### src/rtl/lmsm_sequencer.sv
// lmsm_sequencer: expands one LM/SM instruction into per-register load/store micro-ops
module lmsm_sequencer #(
    parameter int DATA_W = 16,
    parameter int MASK_W = 8,
    parameter int REG_AW = 3
) (
    input  logic              clk,
    input  logic              reset,
    input  logic              id_valid,
    input  logic [1:0]        LMstart,
    input  logic [15:0]       IW,
    input  logic [DATA_W-1:0] base_addr,
    input  logic              ex_ready,
    input  logic              flush,
    output logic              seq_valid,
    output logic [REG_AW-1:0] seq_reg,
    output logic [DATA_W-1:0] seq_addr,
    output logic              seq_load,
    output logic              stall,
    output logic              busy,
    output logic              done
);
    localparam int CNT_W = $clog2(MASK_W) + 1;
    typedef enum logic [1:0] {IDLE, RUN, ZERO} state_t;
    state_t            state;
    logic [MASK_W-1:0] mask;
    logic [DATA_W-1:0] base;
    logic [CNT_W-1:0]  count;
    logic              dir;
    logic              start;
    logic              xfer;
    logic              last;
    logic [MASK_W-1:0] rest;
    logic [REG_AW-1:0] low_idx;
    logic              unused_iw;
    assign unused_iw = ^IW[15:MASK_W];
    assign start = (state == IDLE) & id_valid & LMstart[1] & ~flush;
    // rest = mask with its lowest set bit cleared; empty rest means this is the final op
    assign rest = mask & (mask - MASK_W'(1));
    assign last = rest == '0;
    assign xfer = seq_valid & ex_ready;
    always_comb begin
        low_idx = '0;
        for (int i = MASK_W - 1; i >= 0; i--)
            if (mask[i]) low_idx = REG_AW'(i);
    end
    assign seq_valid = state == RUN;
    assign seq_reg   = seq_valid ? low_idx : '0;
    assign seq_addr  = seq_valid ? base + DATA_W'(count) : '0;
    assign seq_load  = seq_valid & dir;
    assign busy      = state != IDLE;
    assign stall     = start | busy;
    assign done      = ~flush & ((xfer & last) | (state == ZERO));
    always_ff @(posedge clk or posedge reset) begin
        if (reset) begin
            state <= IDLE;
            mask  <= '0;
            base  <= '0;
            count <= '0;
            dir   <= 1'b0;
        end else if (flush) begin
            state <= IDLE;
            mask  <= '0;
        end else if (start) begin
            mask  <= IW[MASK_W-1:0];
            base  <= base_addr;
            dir   <= LMstart[0];
            count <= '0;
            state <= (IW[MASK_W-1:0] != '0) ? RUN : ZERO;
        end else if (state == ZERO) begin
            state <= IDLE;
        end else if (xfer) begin
            mask  <= rest;
            count <= count + CNT_W'(1);
            if (last) state <= IDLE;
        end
    end
endmodule

### config.mk
export PLATFORM = sky130hd
export DESIGN_NAME = lmsm_sequencer
export DESIGN_NICKNAME = d
export VERILOG_FILES = /design/src/rtl/lmsm_sequencer.sv
export SDC_FILE = /design/constraint.sdc
export NUM_CORES = 1
export LEC_CHECK = 0
export BUFFER_PORTS_ARGS = -buffer_cell sky130_fd_sc_hd__buf_4
export CAP_MARGIN = 10
export CORE_MARGIN = 3
export CORE_UTILIZATION = 55
export CTS_BUF_LIST = sky130_fd_sc_hd__clkbuf_4 sky130_fd_sc_hd__clkbuf_8
export DETAILED_ROUTE_END_ITERATION = 12
export PLACE_DENSITY = 0.91
export SYNTH_ARGS = -nofsm -noshare
export SYNTH_HDL_FRONTEND = slang
export SYNTH_SLANG_ARGS = --single-unit
### constraint.sdc
create_clock -name clk -period 3.2 [get_ports clk]
set_input_delay 0.16 -clock clk [delete_from_list [all_inputs] [get_ports clk]]
set_output_delay 0.16 -clock clk [all_outputs]
set_load 0.03 [all_outputs]
==> results of run 1 <==
## metrics by stage
stage | setup WS [ns] | hold slack, ns | std cells | power [mW]
final | 0.524 | 0.0387 | 315 | 1.10
after global routing | 0.310 | 0.0244 | 315 | 1.18
after detailed placement | 0.921 | 0.188 | 306 | 0.842
after global placement | 0.923 | 0.178 | 306 | 0.829
after CTS | 0.515 | 0.0293 | 315 | 1.11
after floorplan | 0.890 | 0.264 | 213 | 0.731
## routing by layer
layer,vias up,routed length [µm]
met2,70,2110
met1,885,2030
met5,-,0
met3,8,342
li1,908,-
met4,0,64
## power groups by stage
stage | clock (mW) | sequential (mW) | combinational (mW)
6_report | 0.267 | 0.521 | 0.315
5_1_grt | 0.293 | 0.531 | 0.353
4_1_cts | 0.274 | 0.519 | 0.317
3_5_place_dp | 0 | 0.527 | 0.315
3_3_place_gp | 0 | 0.521 | 0.308
2_1_floorplan | 0 | 0.499 | 0.233
## how the worst max path moves through the flow
stage              endpoint  slack, ns  cells after the start
3_5_place_dp   seq_addr[12]       0.92                      7
2_1_floorplan  seq_addr[12]       0.89                      5
3_3_place_gp   seq_addr[10]       0.92                      7
6_report       seq_addr[12]       0.52                      7
4_1_cts         seq_addr[8]       0.51                      7
5_1_grt        seq_addr[10]       0.31                      7
## cells in the mapped netlist (all sizes together) (2+ instances only)
library cell / count / area [µm²]
or2: 5 / 31.3
clkbuf: 2 / 7.51
a211oi: 2 / 20.0
nand2b: 3 / 18.8
nand3: 6 / 30.0
nand2: 21 / 78.8
a21o: 4 / 30.0
o31ai: 2 / 15.0
and2: 4 / 25.0
o41ai: 2 / 17.5
dfrtp: 31 / 776
a21oi: 16 / 80.1
o211ai: 4 / 30.0
inv: 8 / 30.0
mux2: 14 / 158
or4: 2 / 15.0
nor2: 18 / 75.1
xor2: 3 / 26.3
nand4: 6 / 37.5
o21ai: 10 / 50.1
ha: 5 / 62.6
or3: 2 / 12.5
nor2b: 2 / 12.5
buf: 6 / 36.3
nor4: 3 / 18.8
a41o: 3 / 30.0
a31oi: 3 / 18.8
o311ai: 4 / 35.0
xnor2: 3 / 26.3
and3: 2 / 12.5
## sequential cells by signal, summed over array words and instances, names as in the netlist
register and cells:
count 4, mask 8, dir 1, base 16
state 2
## logic make-up (layout without fill, tap and decap cells)
group | after synthesis | in the layout | share of synthesized area [%]
simple gates | 80 | 80 | 21.6
compound gates | 60 | 60 | 20.9
flops | 31 | 31 | 39.0
buf+inv | 16 | 72 | 3.72
mux | 14 | 14 | 7.93
fa+ha+maj | 6 | 6 | 4.16
xor+xnor | 6 | 6 | 2.65
## cell type report
type	count	area share, %
multi-input cells	166	45.6
flip-flops and latches	31	31.1
repair buffers	56	16.9
clock buffers	8	2.91
well taps	46	2.31
inverters	8	1.20
## critical path: stages (launching register included)
cell	delay, ns
dfrtp_1	0.43
ha_1	0.22
fa_1	0.42
a21o_1	0.20
a21oi_1	0.42
o311ai_1	0.16
o41ai_1	0.10
buf_4	0.23
## timing repair
action,CTS,global route
setup buffers,0,0
hold buffers,1,0
endpoints found under the hold margin,10,0
==> reports/metrics.cfg, run 1 <==
[yosys]
ys_seq_area_share_pct=39.0
netlist_area_um2=1990
synth_seq_cells=31
async_flop_share_pct=100
yosysWarnings=0
synth-edff-count=0
synth_flop_cell=dfrtp_1
netlist_instances=213
mappedNetlistNets=258
synth_cell_type_count=54
avgSynthCellArea_um2=9.33

[grt]
globalRouteMet2Util_pct=36.2
grt_usage_pct=22.5
grt-ovfl-total=0
antenna_found_initial=0
grt_pass1_wl_um=7660
grt.busiest_layer=met2
grt_pass1_vias=1747
grt_use_met1_pct=29.0
grt_max_degree=26
met3_usage_pct=5.95

[cells_and_area]
final_common_cell=buf_4
fillerInstances=271
syn_to_final_growth_pct=25.6
layout_common_cells=55 x buf_4, 31 x dfrtp_1, 21 x nand2_1, 17 x nor2_1, 16 x a21oi_1
nNetsFinal=313
multi_input_area_um2=1140
layout-drive-gt1-share_pct=26.4
ff_latch_area_um2=776
diodes=0
fin_area_um2=2500
utilization_pct=73.1

[hold_path]
worst_hold_path.endpoint=base[4]$_DFFE_PP0P_
holdCritStartpoint=base_addr[4]
hold_depth=3
min_path_type=in -> reg

[timing]
setup_violations=0
setup_tns_ns=0
timing.final.crit_share_pct=83.6
rsz0062_at_grt=false
max_freq_mhz=374
slew_headroom_pct=56.3
clock_skew_ns=0.00653
slew_violations=0
fin_crit_ns=2.68
worstMarginPinSlew_ns=0.655
report.final.hold_viol_count=0

[pwr]
clockPowerShare_pct=24.2
p_sw_mw=0.375
p_int_mw=0.728
swShare_pct=34.0
sequentialPowerShare_pct=47.3
p_comb_share_pct=28.6
vdd_drop_max_v=0.000273
leakagePower_nw=1.19
power_density_nw_per_um2=442

[clock_network]
htree_levels=2
cts_made_buffers=5
clk_latency_ns=0.32
ctsResizeCount=0
clock-sinks=31
cts-root-buf=clkbuf_4
tritoncts=built
clkTransAtPathRegs_ns=0.09
cts_buffer_depth=2

[critical_path]
regToRegStartpoint=state[0]$_DFFE_PP0P_
cp-startpoint=count[0]$_DFFE_PP0P_
path_max_fanout=6
cp-end-kind=output port
r2r_end=count[0]$_DFFE_PP0P_
reg2regPathDepth=4
r2r_slack_ns=1.01
crit_arrival_ns=2.52
startpoint_type=flop
worstSetupPathType=reg -> out
critPathRequiredTime_ns=3.04

[die]
coreArea_um2=3420
die_area_um2=4370
die_y_um=66.1
start_util_pct=58.2
rows=21
io_pins=63
die_w_um=66.1

[drt]
wire_per_inst_um=14.4
drt_first_pass_iters=4
initialDrtViolationCount=153
drc=0
postRouteAntennaNets=0
avgViaCountPerCell=5.94
via_count=1871
drt-total-wl_um=4550

[outcome]
status=finished, final reports clean

[placed_design]
hpwl_um=3490
gp_congestion=0.820
port_buffers=54
placed_area_um2=2410

[run]
maxCapViolCount=0

No activity file was read; power rests on OpenSTA's default activity.
==> run 2: changes to the inputs <==
--- a/config.mk
+++ b/config.mk
@@ -8,10 +8,10 @@
 export BUFFER_PORTS_ARGS = -buffer_cell sky130_fd_sc_hd__buf_4
 export CAP_MARGIN = 10
 export CORE_MARGIN = 3
-export CORE_UTILIZATION = 55
+export CORE_UTILIZATION = 53
 export CTS_BUF_LIST = sky130_fd_sc_hd__clkbuf_4 sky130_fd_sc_hd__clkbuf_8
 export DETAILED_ROUTE_END_ITERATION = 12
-export PLACE_DENSITY = 0.91
+export PLACE_DENSITY = 0.89
 export SYNTH_ARGS = -nofsm -noshare
 export SYNTH_HDL_FRONTEND = slang
 export SYNTH_SLANG_ARGS = --single-unit
==> constraint.sdc (replaced) <==
create_clock -name clk -period 2.5 [get_ports clk]
set_input_delay 0.125 -clock clk [delete_from_list [all_inputs] [get_ports clk]]
set_output_delay 0.125 -clock clk [all_outputs]
set_load 0.03 [all_outputs]
==> run 2 against run 1 <==
Register-to-register slack lost 0.20 ns. Total power grew 35%. Highest routed layer unchanged. Clock power grew 49%. Non-clock buffer count grew 5. Combinational power grew 35%. Routed wire length grew 12%. Flip-flop and latch count is the same. Largest cell class unchanged. Global-route usage grew 2.1 points.
==> reports/metrics.cfg, run 2 (synthesis results as in run 1) <==
[outcome]
status=finished, final reports clean

[drt]
postRouteAntennaNets=0
drt_first_pass_iters=4
avgViaCountPerCell=5.93
wire_per_inst_um=15.9
drc=0
via_count=1892
drt-total-wl_um=5080
initialDrtViolationCount=176

[critical_path]
cp-end-kind=output port
startpoint_type=flop
r2r_slack_ns=0.81
path_max_fanout=6
critPathRequiredTime_ns=2.38
crit_arrival_ns=2.22
worstSetupPathType=reg -> out

[pwr]
power_density_nw_per_um2=584
clockPowerShare_pct=26.7
p_sw_mw=0.508
vdd_drop_max_v=0.000471
sequentialPowerShare_pct=44.9
p_comb_share_pct=28.5
swShare_pct=34.1
finalPower_mw=1.49
leakagePower_nw=1.22
p_int_mw=0.983

[placed_design]
placed_cells=311
dp_worst_setup_slack_ns=0.439
hpwl_um=3590
gp_congestion=0.805
port_buffers=54

[cells_and_area]
ff_latch_area_um2=776
multi_input_area_um2=1140
top_register=base
largest_reg_flops=16
layout-drive-gt1-share_pct=27.8
nNetsFinal=318
final_common_cell=buf_4
fin_cells=319
top_regs=base x16, mask x8, count x4
layout_common_cells=60 x buf_4, 31 x dfrtp_1, 21 x nand2_1, 17 x nor2_1, 16 x a21oi_1
syn_to_final_growth_pct=28.4
fillerInstances=293
diodes=0

[clock_network]
cts_buffer_depth=2
clkTransAtPathRegs_ns=0.07
clk_latency_ns=0.29
htree_levels=2
clock-sinks=31
cts_made_buffers=5
tritoncts=built
cts-root-buf=clkbuf_8

[grt]
grt-ovfl-total=0
grt_usage_pct=24.6
grt_pass1_vias=1851
grt_max_degree=32
antenna_found_initial=0
grt_pass1_wl_um=8360

[timing]
fin_crit_ns=2.35
slew_headroom_pct=67.5
finalWorstSetupSlack_ns=0.150
slew_violations=0
worstMarginPinSlew_ns=0.486
rsz0062_at_grt=false
setup_violations=0
clock_skew_ns=0.00485
timing.final.crit_share_pct=94.0
setup_tns_ns=0
report.final.hold_viol_count=0
max_freq_mhz=426

[run]
maxCapViolCount=0

[die]
die_area_um2=4520
io_pins=63
rows=21
coreArea_um2=3470
die_y_um=67.2
start_util_pct=57.3
die_w_um=67.2

[hold_path]
min_path_type=in -> reg

-- run 2: changes by cell type in the layout (fill, tap and decap cells not counted), sizes merged --
cell / delta
clkbuf: -2
clkinv: +1
buf: +5
-- run 2: path summary, 6_finish.rpt --
path,endpoint,start,depth (start not counted)
max,seq_addr[10],count[0]$_DFFE_PP0P_,8
min,base[4]$_DFFE_PP0P_,base_addr[4],3
max reg2reg,count[0]$_DFFE_PP0P_,state[0]$_DFFE_PP0P_,5
min reg2reg,dir$_DFFE_PP0P_,dir$_DFFE_PP0P_,1
max in group asynchronous,base[6]$_DFFE_PP0P_,reset,4
min in group asynchronous,base[14]$_DFFE_PP0P_,reset,4
-- run 2: critical path, stage by stage (launching register included) --
cell and delay (ns):
dfrtp_1 0.42, ha_1 0.23, fa_2 0.37, a21o_1 0.19, a21oi_1 0.15, buf_4 0.17, o31ai_1 0.08, a21oi_1 0.15
buf_4 0.18
-- run 2: area by class of cell --
type / instances / area share (%)
Sequential cell: 31 / 30.4
Tap cell: 46 / 2.26
Clock inverter: 1 / 0.196
Inverter: 8 / 1.18
Timing Repair Buffer: 61 / 18.0
Clock buffer: 6 / 3.24
Multi-Input combinational cell: 166 / 44.7
-- run 2: timing repair --
action / 4_1_cts / 5_1_grt
hold buffers: 1 / 0
buffers inserted: 0 / 0
resized for setup: 0 / 1
setup endpoints to repair: 0 / 1
endpoints found under the hold margin: 31 / 0
-- run 2: routing by layer --
| layer | routed length [µm] | track usage (%) | vias to the layer above |
|---|---|---|---|
| met3 | 351 | 6.99 | 9 |
| met2 | 2410 | 40.0 | 73 |
| met5 | 0 | 0 | - |
| met1 | 2230 | 30.5 | 898 |
| li1 | - | - | 912 |
| met4 | 95 | 10.6 | 0 |
-- run 2: through the flow --
stage               cell area, µm²  hold WS, ns  util [%]
floorplan                     1990        0.229         -
global placement              2450        0.230      70.7
detailed placement            2450        0.236      70.7
CTS                           2550       0.0454      73.5
global route                  2550       0.0480      73.6
finish                        2550       0.0514      73.6
-- run 2: power groups by stage --
stage / logic (mW) / clock network (mW) / registers, mW
finish: 0.424 / 0.397 / 0.669
detailed placement: 0.418 / 0 / 0.675
CTS: 0.424 / 0.405 / 0.666
global placement: 0.403 / 0 / 0.668
global route: 0.467 / 0.429 / 0.682
floorplan: 0.298 / 0 / 0.638
